## config.mk

```make
export PLATFORM = sky130hd
export DESIGN_NAME = divider_8b_seq
export DESIGN_NICKNAME = d
export VERILOG_FILES = /design/src/rtl/divider_8b_seq.sv
export SDC_FILE = /design/constraint.sdc
export NUM_CORES = 1
export LEC_CHECK = 0
export ABC_AREA = 1
export ABC_CLOCK_PERIOD_IN_PS = 1400
export BUFFER_PORTS_ARGS = -buffer_cell sky130_fd_sc_hd__buf_2
export CAP_MARGIN = 20
export CORE_UTILIZATION = 33
export DETAILED_ROUTE_END_ITERATION = 8
export SYNTH_ARGS = -nofsm -noshare
export SYNTH_HDL_FRONTEND = slang
export SYNTH_SLANG_ARGS = --single-unit
```

## constraint.sdc

```tcl
create_clock -name clk -period 1.4 [get_ports clk]
set_input_delay 0.21 -clock clk [delete_from_list [all_inputs] [get_ports clk]]
set_output_delay 0.21 -clock clk [all_outputs]
set_load 0.01 [all_outputs]
```

## src/rtl/divider_8b_seq.sv

```systemverilog
// Sequential unsigned restoring divider: 2N-bit dividend / N-bit divisor,
// one quotient bit per clock, valid/ready handshake on both sides.
module divider_8b_seq #(
  parameter int N = 4
) (
  input  logic           clk,
  input  logic           rst,
  input  logic           in_valid,
  output logic           in_ready,
  input  logic [2*N-1:0] dividend,
  input  logic [N-1:0]   divisor,
  output logic           out_valid,
  input  logic           out_ready,
  output logic [2*N-1:0] quotient,
  output logic [N-1:0]   remainder,
  output logic           dbz
);

  localparam int CW = $clog2(2*N+1);
  localparam logic [CW-1:0] CNT_LOAD = CW'(2*N);
  localparam logic [CW-1:0] CNT_ONE  = CW'(1);

  localparam logic [1:0] S_IDLE = 2'd0;
  localparam logic [1:0] S_BUSY = 2'd1;
  localparam logic [1:0] S_DONE = 2'd2;

  logic [1:0]     state_q, state_d;
  logic [2*N-1:0] q_q, q_d;
  logic [N:0]     pr_q, pr_d;
  logic [N-1:0]   div_q, div_d;
  logic [CW-1:0]  cnt_q, cnt_d;
  logic [2*N-1:0] quot_q, quot_d;
  logic [N-1:0]   rem_q, rem_d;
  logic           dbz_q, dbz_d;

  logic [N:0]     pr_step;
  logic [2*N-1:0] q_step;

  always_comb begin
    state_d = state_q;
    q_d     = q_q;
    pr_d    = pr_q;
    div_d   = div_q;
    cnt_d   = cnt_q;
    quot_d  = quot_q;
    rem_d   = rem_q;
    dbz_d   = dbz_q;

    // One restoring step: shift in the next dividend bit, subtract if it fits.
    pr_step = {pr_q[N-1:0], q_q[2*N-1]};
    q_step  = {q_q[2*N-2:0], 1'b0};
    if (pr_step >= {1'b0, div_q}) begin
      pr_step   = pr_step - {1'b0, div_q};
      q_step[0] = 1'b1;
    end

    case (state_q)
      S_IDLE: begin
        if (in_valid) begin
          if (divisor != '0) begin
            div_d   = divisor;
            q_d     = dividend;
            pr_d    = '0;
            cnt_d   = CNT_LOAD;
            state_d = S_BUSY;
          end else begin
            quot_d  = '1;
            rem_d   = '0;
            dbz_d   = 1'b1;
            state_d = S_DONE;
          end
        end
      end
      S_BUSY: begin
        q_d   = q_step;
        pr_d  = pr_step;
        cnt_d = cnt_q - CNT_ONE;
        if (cnt_q == CNT_ONE) begin
          quot_d  = q_step;
          rem_d   = pr_step[N-1:0];
          dbz_d   = 1'b0;
          state_d = S_DONE;
        end
      end
      S_DONE: begin
        if (out_ready) state_d = S_IDLE;
      end
      default: state_d = S_IDLE;
    endcase
  end

  always_ff @(posedge clk) begin
    if (rst) begin
      state_q <= S_IDLE;
      q_q     <= '0;
      pr_q    <= '0;
      div_q   <= '0;
      cnt_q   <= '0;
      quot_q  <= '0;
      rem_q   <= '0;
      dbz_q   <= 1'b0;
    end else begin
      state_q <= state_d;
      q_q     <= q_d;
      pr_q    <= pr_d;
      div_q   <= div_d;
      cnt_q   <= cnt_d;
      quot_q  <= quot_d;
      rem_q   <= rem_d;
      dbz_q   <= dbz_d;
    end
  end

  // Handshake outputs are masked while reset is asserted.
  assign in_ready  = (state_q == S_IDLE) && !rst;
  assign out_valid = (state_q == S_DONE) && !rst;
  assign quotient  = quot_q;
  assign remainder = rem_q;
  assign dbz       = dbz_q;

endmodule
```

==> reports/summary.md <==
The run finished, with violations left. The final reports fail on setup timing. The area taken by flip-flops and latches was 718 um2. The site row count was 25. The number of buffers added on ports came out at 30. The CTS buffer count is 5.

The die is 74.0 um wide. Summed over all cells, the static leakage comes to 1.21 nW. The total DRC errors in the routed layout is 0. The number of buffers between clock root and the deepest sink was 2. The most common cell in the synthesized netlist is nand2_1.

The sequential share of the synthesized area was 0.409. TritonCTS built the clock tree. The congestion estimate from routability-driven global placement came to 0.845. The kind of path behind the tightest hold check was primary input to flop. The tools report the maximum clock frequency as 686 MHz.

Commonest register cell after synthesis: dfxtp_1. For this run, the detailed router's first-pass iteration total came to 4. The tools report the maximum ir drop on the vdd rail as 515 uV.

Setup repair after global routing could not meet its margin everywhere. The fraction of the cycle the final worst path needs is 1.04. Post-synthesis net count: 267.

In this run the register-to-register setup slack is -60 ps. The final setup TNS is -259 ps. In this run the worst path has a maximum fanout of 6. The count of flip-flops with a built-in enable after synthesis is 0, and the initial antenna violation count is 0. The post-detailed-route count of antenna-violating nets was 0. The logs give 0.353 for the initial standard-cell utilization of the core and 35 for the clock sink count. The global-route wire length before repair was 6780 um; the mapped cell area was 1710 um2.

Worst-case headroom to the max-slew limit: 0.699. The clock arrives with 7.40 ps of skew. The worst hold path passes through 3 cells. The data arrival at the endpoint of the critical path was 1700 ps. The total count of max-transition violations in the final report was 0; the non-filler instance count after layout was 371. Fill cells in the final layout number 435. Reg-to-reg critical path startpoint: pr_q[2]$_SDFFE_PP0P_. Cell area reported after detailed placement: 2150 um2. The tool flagged a number of max-cap violations equal to 0. The vertical die dimension works out to 74.0 um. The startpoint of the lowest-slack hold path is out_ready. The tools report the total count of hold-check failures in the final report as 0. The total length of routed wires was 4520 um. Number of I/O pins: 31. Synthesis instantiated 24 different standard cells from the library. The worst setup path is launched from a flop. The routed layout has 1726 vias.

The worst register-to-register path ends at remainder[3]$_SDFFE_PP0P_. The finished layout cell area was 2600 um2; the clock latency of the later-clocked register in the worst-skew pair was 300 ps. From synthesis to final layout, the design area changed by 51.9%. Number of buffers inserted by hold repair at cts: 0.

For the finished layout, the period the worst path requires is 1460 ps. Dividing the synthesized area by the synthesized cell count gives 7.02 um2. The tools report the setup slack after layout as -57.7 ps. The number of placed instances, taps included, is 358. The logs give 0 for the leftover overflow at the end of global routing and 106 for the number of design-rule violations left by the first detailed-router iteration. The floorplan step defined a die boundary enclosing 5480 um2. Dividing total power by cell area gives a power density of 1360 nW/um2. Entering global routing, the biggest net connects 18 pins. The number of levels in the clock H-tree was 2. The share of Yosys cell area claimed by the top area cell type works out to 0.409. The detail-routed net length per standard cell works out to 12.2 um. Net count of the finished layout: 326. The fraction of layout instances using a drive strength above 1 was 0.441; the transition time at the pin with the least slew margin was 451 ps. The clock-pin slew on the worst setup and hold paths is 80 ps, and the detailed placer's ending HPWL is 2970 um. The worst setup path is of the flop to flop kind. Post-synthesis instance total: 244.

The total power came out at 3.53 mW. The count of cells along the worst register-to-register path was 6. Final setup violation count: 11. The terminating pin of the worst hold path is state_q[1]$_SDFFE_PP0P_. The logs give 0 for the antenna diode count and 1640 ps for the worst path required time.

Sort of element at the end of the critical path: a flop. The share of async-settable or async-resettable flops after synthesis is 0, and the flip-flop and latch count after synthesis is 35. By area the synthesized netlist is led by dfxtp_1 41%, nand2_1 14%, a21oi_1 8.5%.

The tools report the area of the multi-input gates as 1110 um2. Area of the core region: 4850 um2. During synthesis, Yosys emitted a total of 0 warnings. Number of global-route vias before repair: 1463. The cell sitting at the root of the clock tree is a clkbuf_8.

Summed over all instances, the cell type with the most area after synthesis is dfxtp_1. The via-per-instance ratio works out to 4.65. The overall global routing resource usage was 0.165. After synthesis, the most frequently instantiated cells are 63 x nand2_1, 35 x dfxtp_1, 29 x a21oi_1, 29 x inv_1, 18 x o21ai_0.
-- worst max path at each step --
stage / startpoint / endpoint / depth (start not counted)
3_5_place_dp: div_q[1]$_SDFFE_PP0P_ / remainder[3]$_SDFFE_PP0P_ / 12
5_1_grt: div_q[2]$_SDFFE_PP0P_ / remainder[3]$_SDFFE_PP0P_ / 11
4_1_cts: q_q[7]$_SDFFE_PP0P_ / pr_q[2]$_SDFFE_PP0P_ / 10
6_report: pr_q[2]$_SDFFE_PP0P_ / remainder[3]$_SDFFE_PP0P_ / 6
2_1_floorplan: q_q[7]$_SDFFE_PP0P_ / pr_q[2]$_SDFFE_PP0P_ / 10
3_3_place_gp: div_q[1]$_SDFFE_PP0P_ / remainder[3]$_SDFFE_PP0P_ / 12
-- through the flow --
stage	worst slack, ps	hold WS, ps	utilization
detailed placement	-68.8	448	0.443
finish	-57.7	182	0.537
global route	-160	194	0.537
global placement	-72.7	446	0.443
floorplan	10.8	396	-
CTS	-24.0	180	0.483
-- worst max-delay path, stage by stage, from the launching register on --
cell     delay, ps
dfxtp_1        350
ha_1           210
nor2_2         360
nand4_1        250
nand3_2        140
nand2_1         50
inv_1           40
-- power breakdown --
| part | internal [mW] | total, mW | leakage, nW | switching (mW) |
|---|---|---|---|---|
| Combinational | 0.584 | 1.35 | 0.853 | 0.771 |
| Sequential | 1.13 | 1.21 | 0.292 | 0.0859 |
| Clock | 0.576 | 0.966 | 0.0612 | 0.389 |
| Total | 2.29 | 3.53 | 1.21 | 1.25 |
-- layer usage --
layer,GRT usage,share of wire
met5,0,0
met4,0.0769,0.020
met3,0.0407,0.030
met2,0.254,0.46
met1,0.218,0.49
-- sequential cells by signal, indices dropped and copies added, names as in the netlist --
name and count:
quotient 8, cnt_q 4, div_q 4, q_q 8
dbz 1, state_q 2, pr_q 4, remainder 4
-- cell usage in the layout, fill, tap and decap left out --
master      n
a21oi_2     8
o21ai_2     8
nand3b_1    1
bufinv_16   1
ha_1        2
o21ai_0    12
fa_2        1
nand3_2     8
ha_4        3
nand2_1    51
ha_2        1
buf_4      21
clkbuf_16   1
nor2_1     15
nor2_2      1
nand4_2     1
nor2_4      2
nand3_4     3
clkbuf_8    6
dfxtp_4     3
o21ai_1     4
dfxtp_1    27
nand4_1     3
buf_6       5
nor3_1      3
buf_12      3
inv_2       7
a21oi_4     2
buf_2      30
clkinv_2    1
nand2_2     7
nand2_4     5
xor2_1      1
dfxtp_2     5
nand2_8     1
a21oi_1    20
nand3_1     6
inv_1      25
-- repair_timing --
| action | in CTS | in global routing |
|---|---|---|
| resized for setup | 23 | 58 |
| pin swaps | 7 | 22 |
| setup buffers | 0 | 5 |
| endpoints found under the setup margin | 13 | 30 |
| gates cloned | 0 | 1 |
-- layout make-up --
type,count,share of cell area
well taps,67,0.0322
multi-input cells,169,0.428
repair buffers,60,0.173
inverters,32,0.0462
clock buffers,6,0.0317
clock inverters,2,0.0135
flip-flops and latches,35,0.276
-- cells by family after synthesis --
group           Yosys count  share of synthesized area
buf+inv                  40                     0.0979
compound gates           54                      0.164
fa+ha+maj                 7                     0.0555
simple gates            107                      0.268
flops                    35                      0.409
xor+xnor                  1                    0.00511
Note: power is estimated with default switching activity, not from simulation.
